## src/rtl/tone_synth.sv

```systemverilog
// Beat-sequenced square-wave tone player: requests a note code, latches it, plays it for one beat.
// Optional macro TONE_SYNTH_ARTIC_EN silences the last GAP_CYCLES cycles of each PLAY phase.
module tone_synth #(
  parameter int unsigned BEAT_CYCLES = 12500000,
  parameter int unsigned GAP_CYCLES  = 625000
) (
  input  logic       clk,
  input  logic       rst,
  input  logic       enable,
  input  logic [3:0] tune_code,
  output logic       trigger,
  output logic       audio_out,
  output logic [3:0] cur_code,
  output logic       note_valid
);

  localparam int unsigned CNT_W  = $clog2(BEAT_CYCLES);
  localparam int unsigned DIV_W  = 17;
  localparam int unsigned CODE_W = 4;
  localparam logic [CNT_W-1:0]  LAST_PLAY = CNT_W'(BEAT_CYCLES - 3);
  localparam logic [CODE_W-1:0] MAX_NOTE  = CODE_W'(8);
`ifdef TONE_SYNTH_ARTIC_EN
  localparam logic [CNT_W-1:0]  GAP_START = CNT_W'(BEAT_CYCLES - 2 - GAP_CYCLES);
`endif

  // Reject parameter sets that leave no room for FETCH/LATCH or a non-empty tone phase.
  if (BEAT_CYCLES < 8 || GAP_CYCLES >= BEAT_CYCLES - 2) begin : g_bad_params
    $error("tone_synth: BEAT_CYCLES must be >= 8 and GAP_CYCLES < BEAT_CYCLES-2");
  end

  typedef enum logic [1:0] {IDLE, FETCH, LATCH, PLAY} state_t;

  state_t             state, state_nxt;
  logic [CNT_W-1:0]   beat_cnt, cnt_nxt;
  logic [DIV_W-1:0]   divider, div_nxt;
  logic               tone, tone_nxt;
  logic [CODE_W-1:0]  code_nxt;
  logic               play_nxt, gap_nxt, note_nxt;

  // Half-period minus one, in 50 MHz clock cycles; rests return 0 and never use it.
  function automatic logic [DIV_W-1:0] half_period_m1(input logic [CODE_W-1:0] code);
    case (code)
      4'd0:    half_period_m1 = 17'd127550;
      4'd1:    half_period_m1 = 17'd113635;
      4'd2:    half_period_m1 = 17'd101238;
      4'd3:    half_period_m1 = 17'd95555;
      4'd4:    half_period_m1 = 17'd85131;
      4'd5:    half_period_m1 = 17'd75842;
      4'd6:    half_period_m1 = 17'd63775;
      4'd7:    half_period_m1 = 17'd56817;
      4'd8:    half_period_m1 = 17'd47777;
      default: half_period_m1 = '0;
    endcase
  endfunction

  always_ff @(posedge clk or posedge rst) begin
    if (rst) state <= IDLE;
    else     state <= state_nxt;
  end

  always_comb begin
    state_nxt = state;
    cnt_nxt   = beat_cnt;
    div_nxt   = divider;
    tone_nxt  = tone;
    code_nxt  = cur_code;
    case (state)
      IDLE: begin
        tone_nxt = 1'b0;
        if (enable) state_nxt = FETCH;
      end
      FETCH: state_nxt = LATCH;
      LATCH: begin
        code_nxt  = tune_code;
        div_nxt   = half_period_m1(tune_code);
        cnt_nxt   = '0;
        tone_nxt  = 1'b0;
        state_nxt = PLAY;
      end
      PLAY: begin
        if (cur_code <= MAX_NOTE) begin
          if (divider == '0) begin
            div_nxt  = half_period_m1(cur_code);
            tone_nxt = ~tone;
          end else begin
            div_nxt = divider - DIV_W'(1);
          end
        end
        // Enable is only consulted on the final PLAY cycle so a beat is never cut short.
        if (beat_cnt == LAST_PLAY) begin
          state_nxt = enable ? FETCH : IDLE;
          tone_nxt  = 1'b0;
        end else begin
          cnt_nxt = beat_cnt + CNT_W'(1);
        end
      end
      default: state_nxt = IDLE;
    endcase

    play_nxt = (state_nxt == PLAY);
`ifdef TONE_SYNTH_ARTIC_EN
    gap_nxt  = play_nxt && (cnt_nxt >= GAP_START);
`else
    gap_nxt  = 1'b0;
`endif
    note_nxt = play_nxt && (code_nxt <= MAX_NOTE) && !gap_nxt;
  end

  // Outputs are registered from next-state values so they line up with the state they describe.
  always_ff @(posedge clk or posedge rst) begin
    if (rst) begin
      beat_cnt   <= '0;
      divider    <= '0;
      tone       <= 1'b0;
      trigger    <= 1'b1;
      audio_out  <= 1'b0;
      cur_code   <= '0;
      note_valid <= 1'b0;
    end else begin
      beat_cnt   <= cnt_nxt;
      divider    <= div_nxt;
      tone       <= tone_nxt;
      trigger    <= (state_nxt != FETCH);
      audio_out  <= tone_nxt && note_nxt;
      cur_code   <= code_nxt;
      note_valid <= note_nxt;
    end
  end

endmodule
```

## config.mk

```make
export PLATFORM = sky130hd
export DESIGN_NAME = tone_synth
export DESIGN_NICKNAME = d
export VERILOG_FILES = /design/src/rtl/tone_synth.sv
export SDC_FILE = /design/constraint.sdc
export NUM_CORES = 1
export LEC_CHECK = 0
export BUFFER_PORTS_ARGS = -buffer_cell sky130_fd_sc_hd__buf_4
export CORE_UTILIZATION = 50
export CTS_BUF_LIST = sky130_fd_sc_hd__clkbuf_16
export CTS_CLUSTER_SIZE = 8
export DETAILED_ROUTE_END_ITERATION = 8
export GPL_TIMING_DRIVEN = 0
export PLACE_DENSITY_LB_ADDON = 0.12
export REMOVE_ABC_BUFFERS = 1
export SYNTH_ARGS = -nofsm -noshare
export SYNTH_HDL_FRONTEND = slang
export SYNTH_SLANG_ARGS = --single-unit
```

## constraint.sdc

```tcl
create_clock -name clk -period 4 [get_ports clk]
set_input_delay 0.4 -clock clk [delete_from_list [all_inputs] [get_ports clk]]
set_output_delay 0.4 -clock clk [all_outputs]
set_load 0.03 [all_outputs]
```

; After elaboration in Yosys (flattened, before gate mapping)
; Memory sizes are Yosys's and may differ from the RTL's.
; Cells that the tools add are included.
[op_classes]
n_reduce_logical = 8
n_mux = 14
eq_ne = 8
n_addsub = 2
bitwise = 1
order_cmp = 2
[op_table]
columns = cell, count
row1 = $pmux 24 s2, 1
row2 = $mux 17, 2
row3 = $pmux 17 s2, 1
row4 = $add 24x1->24 const B, 1
row5 = $eq 24x24->1 const B, 1
row6 = $mux 24, 1
row7 = $logic_not 17->1, 1
row8 = $sub 17x1->17 const B, 1
row9 = $le 4x4->1 const B, 2
row10 = $pmux 2 s4, 1
row11 = $eq 2x2->1 const B, 3
row12 = $mux 1, 4
row13 = $mux 2, 2
row14 = $mux 4, 1
row15 = $ne 2x2->1 const B, 2
row16 = $reduce_and 2->1, 2
row17 = $eq 2x1->1 const B, 1
row18 = $logic_and 1x1->1, 2
row19 = $logic_not 2->1, 1
row20 = $ne 2x1->1 const B, 1
row21 = $pmux 1 s2, 1
row22 = $reduce_bool 2->1, 1
row23 = $reduce_or 2->1, 1
row24 = $not 1->1, 1
[word_totals]
out_inout_bits = 7
word_cells = 45
mem_bits_ro = 544
register_bits = 51
memories = 2
[memory_table]
columns = name, depth, word_bits, read_ports, rd_clocked_by_memory_dff, write_ports, line
row1 = (name not given), 16, 17, 1, 0, 0, 42  ; case (code)
row2 = (name not given), 16, 17, 1, 0, 0, 42

; Depth between registers and ports, before layout
[depth]
word_depth = 6
ltp_mapped = 8

; Least setup slack after synthesis
; Ideal clock, no wire load.
[synth_path]
path_type = register to register
from = reg beat_cnt[14]
to = reg tone
slack_ns = 1.684
synth_period_minus_slack_ns = 2.316
t_arrival_ns = 2.196
path_stages_with_launch = 8
required_time_ns = 3.880
cell_sequence = dfrtp_1 > buf_6 > or4_1 > or4_4 > nor3_4 > buf_6 > o21ai_2 > a31o_1
[synth_via]
elab_chain_len = 3
[synth_rtl]
columns = item, line
row1 = "start, declared", 34  ; logic [CNT_W-1:0] beat_cnt, cnt_nxt;
row2 = "start signal, assigned", 120  ; beat_cnt <= cnt_nxt;
row3 = $eq 24x24->1, 90  ; if (beat_cnt == LAST_PLAY) begin
row4 = $mux 1, 90
row5 = $pmux 1 s2, 67  ; case (state)
row6 = named net tone_nxt, 36  ; logic tone, tone_nxt;
row7 = "end signal, assigned", 122  ; tone <= tone_nxt;
row8 = "end, declared", 36
; The timed path passes the listed nets, and every way through them passes these cells.
; A chain may end at the register's enable or synchronous reset.

; Worst setup path after layout
[layout_path]
from = reg state[0]
to = reg divider[13]
[layout_via]
elab_chain_len = 3
word_cells_on_any_way = 6
cone_classes = eq/ne: 3 / mux: 1 / reduce/logical: 2
[layout_rtl]
columns = item, line
row1 = "start, declared", 33  ; state_t state, state_nxt;
row2 = "start signal, assigned", 58  ; else state <= state_nxt;
row3 = $eq 2x2->1, 67
row4 = $ne 2x2->1 (no line) / $reduce_bool 2->1 (equally long branches), --
row5 = $reduce_and 2->1 (no line), --
row6 = "end signal, assigned", 121  ; divider <= div_nxt;
row7 = "end, declared", 35  ; logic [DIV_W-1:0] divider, div_nxt;
; Several ways; a longest one is shown, not always the timed one.

==> impl_metrics.ini <==
[clocking]
path_clk_slew_ns = 0.07
numCtsBuffers = 5
cts_root_buf = clkbuf_16
cts-resized-gates = 0
clkSinkCount = 51
holdBufCountCts = 0
cts_tree = yes
max-clock-path-buffers = 2
cts_setup_buffers = 0
cts_max_level = 2
worst_skew_pair.late_latency_ns = 0.30

[logic_synthesis]
ys_ff_latch = 51
synthMostInstantiatedCell = dfrtp_1
synth-compound-area-share = 0.243
muxShareOfSynthArea = 0.0187
seq_area_frac_synth = 0.341
synthSimpleGateAreaFrac = 0.270
synth_area_leaders = dfrtp_1 33%, a21oi_1 5.1%, ha_1 5.0%
synthAdderAreaFrac = 0.0501
synth_top_family_by_area = simple AND/OR/NAND/NOR gates
synth_top_area_frac = 0.334
netlist_area_um2 = 3740
syn_avg_cell_area_um2 = 8.23
synth_xor_area_frac = 0.0234
synth_ff_type = dfrtp_1
async_flop_share = 1.00
synth_largest_area_cell = dfrtp_1
synthCells = 455
yosys-top-cells-count = 50 x dfrtp_1, 44 x nor2_1, 38 x a21oi_1, 38 x nand2_1, 27 x o21ai_0
yosys_warnings = 0
synth.distinct_cells = 75
synth_edf_count = 0

[routing]
wl_per_cell_um = 18.5
drt_iter0_drc = 346
routed_wl_um = 10200
dr.pass1.iters = 5
drc = 0
postRouteAntennaNets = 0
via_count = 3550
avgViaCountPerCell = 6.43

[floorplan]
die_width_um = 88.5
die_area_um2 = 7840
die_h_um = 88.5
rows = 31
start_util = 0.516
io_pins = 14
fp.coreArea_um2 = 7250

[global_routing]
grt_use_total = 0.284
grt_pass1_wl_um = 16800
grt_pass1_vias = 3191
grt_overflow = 0
antenna_found_initial = 0
grt_max_degree = 33

[sta]
max_slew_margin = 0.132
skew_ns = 0.00974
rsz0062_at_grt = false
setup_tns_ns = 0
max_clock_freq_mhz = 273
finalSetupViolCount = 0
timing_worst_slew_pin_value_ns = 1.29
layout_worst_path_cycle_share = 0.916
min_period_ns = 3.67
hold_viol = 0
slew_viol_final = 0

[setup_path]
cp.required_ns = 4.17
crit_chain = inv_1, o31ai_1, nor3_1, a211oi_1, a211oi_1
startpoint_type = flip-flop
cpMostUsedCell = a211oi_1
crit_fanout = 32
end_kind = flip-flop
max_stage_delay_ns = 1.21
slowest_stage = o31ai_1
path_class = flip-flop to flip-flop
critPathBufInv = 1
cpLargestDelayFamily = compound AO/OA/AOI/OAI gates
cp.arrival_ns = 3.84

[finish]
fin_area_um2 = 4050
syn2layout_area_growth_pct = 8.19
nets = 474
drive_gt1_frac = 0.0949
fin_util = 0.558
antenna_cells = 0

[job]
drv_cap = 0

[pwr]
pwr-share-comb = 0.312
power_frac_clock = 0.267
power_density_nw_per_um2 = 459
leakage_uw = 0.00160
vdd_drop_max_uv = 217
swShare = 0.373
seqPwrFrac = 0.421
p_sw_uw = 694
intPower_uw = 1160

[placement]
dpl_cell_area_um2 = 3880
place_congestion = 0.960
detailed_place_hpwl_um = 7230
io_buffers = 13

[hold_path]
hp-class = primary input to asynchronous set/reset pin

[status]
status = complete, no violations
## final cells by class
cell class,instances,area (µm²)
clock buffers,5,125
clock inverters,3,41.3
fillers,663,3200
inverters,21,78.8
multi-input cells,358,2270
flip-flops and latches,51,1280
well taps,99,124
repair buffers,15,133
## layout by cell type, fill, tap and decap left out, types with 8 or more instances in the layout
master     n
buf_4     13
nor4_1    12
inv_1     21
nand3_1   16
a211oi_1   8
nor3_1    19
o21ai_0   27
dfrtp_1   50
ha_1      15
nor2_1    44
a21oi_1   38
nand2_1   38
## path summary, 6_finish.rpt
kind | from | endpoint | slack, ns | cells after the start
worst max-delay path | state[0] | divider[13] | 0.33 | 5
worst min register to register | beat_cnt[11] | beat_cnt[11] | 0.54 | 1
worst min-delay path | rst | divider[0] | 0.13 | 2
max in group asynchronous | rst | trigger | 3.27 | 3
worst max register to register | state[0] | divider[13] | 0.33 | 5
min in group clk | enable | trigger | 0.27 | 2
## metal layers
| layer | wire length [µm] | share of wire | vias to the layer above | GRT usage |
|---|---|---|---|---|
| met5 | 0 | 0 | - | 0 |
| met4 | 164 | 0.016 | 0 | 0.0748 |
| met2 | 4290 | 0.42 | 155 | 0.413 |
| li1 | - | - | 1694 | - |
| met1 | 4990 | 0.49 | 1684 | 0.438 |
| met3 | 761 | 0.075 | 17 | 0.0410 |
## state kept, by name, summed over array words and instances, names as in the netlist
signal,cells
tone,1
trigger,1
state,2
audio_out,1
note_valid,1
divider,17
beat_cnt,24
cur_code,4
## metrics by stage
stage	power (µW)	hold slack (ns)	cells	worst slack, ns
final	1860	0.134	552	0.335
after detailed placement	1350	0.471	544	0.412
after floorplan	1170	0.468	430	1.22
after global routing	1970	0.187	552	0.131
after global placement	1330	0.516	542	-0.394
after CTS	1850	0.155	552	0.433
## power groups by stage
stage                     sequential, µW  clock, µW  combinational (µW)
after floorplan                      759          0                 411
after global placement               781          0                 548
after detailed placement             784          0                 566
after CTS                            775        500                 570
after global routing                 801        526                 643
final                                782        497                 579
## cell families (layout without fill, tap and decap cells)
kind of cell,after synthesis,after routing
xor+xnor,10,10
compound gates,137,137
fa+ha+maj,15,15
buf+inv,46,44
simple gates,189,189
mux,7,7
flops,51,51
(Power assumes the default switching activity.)
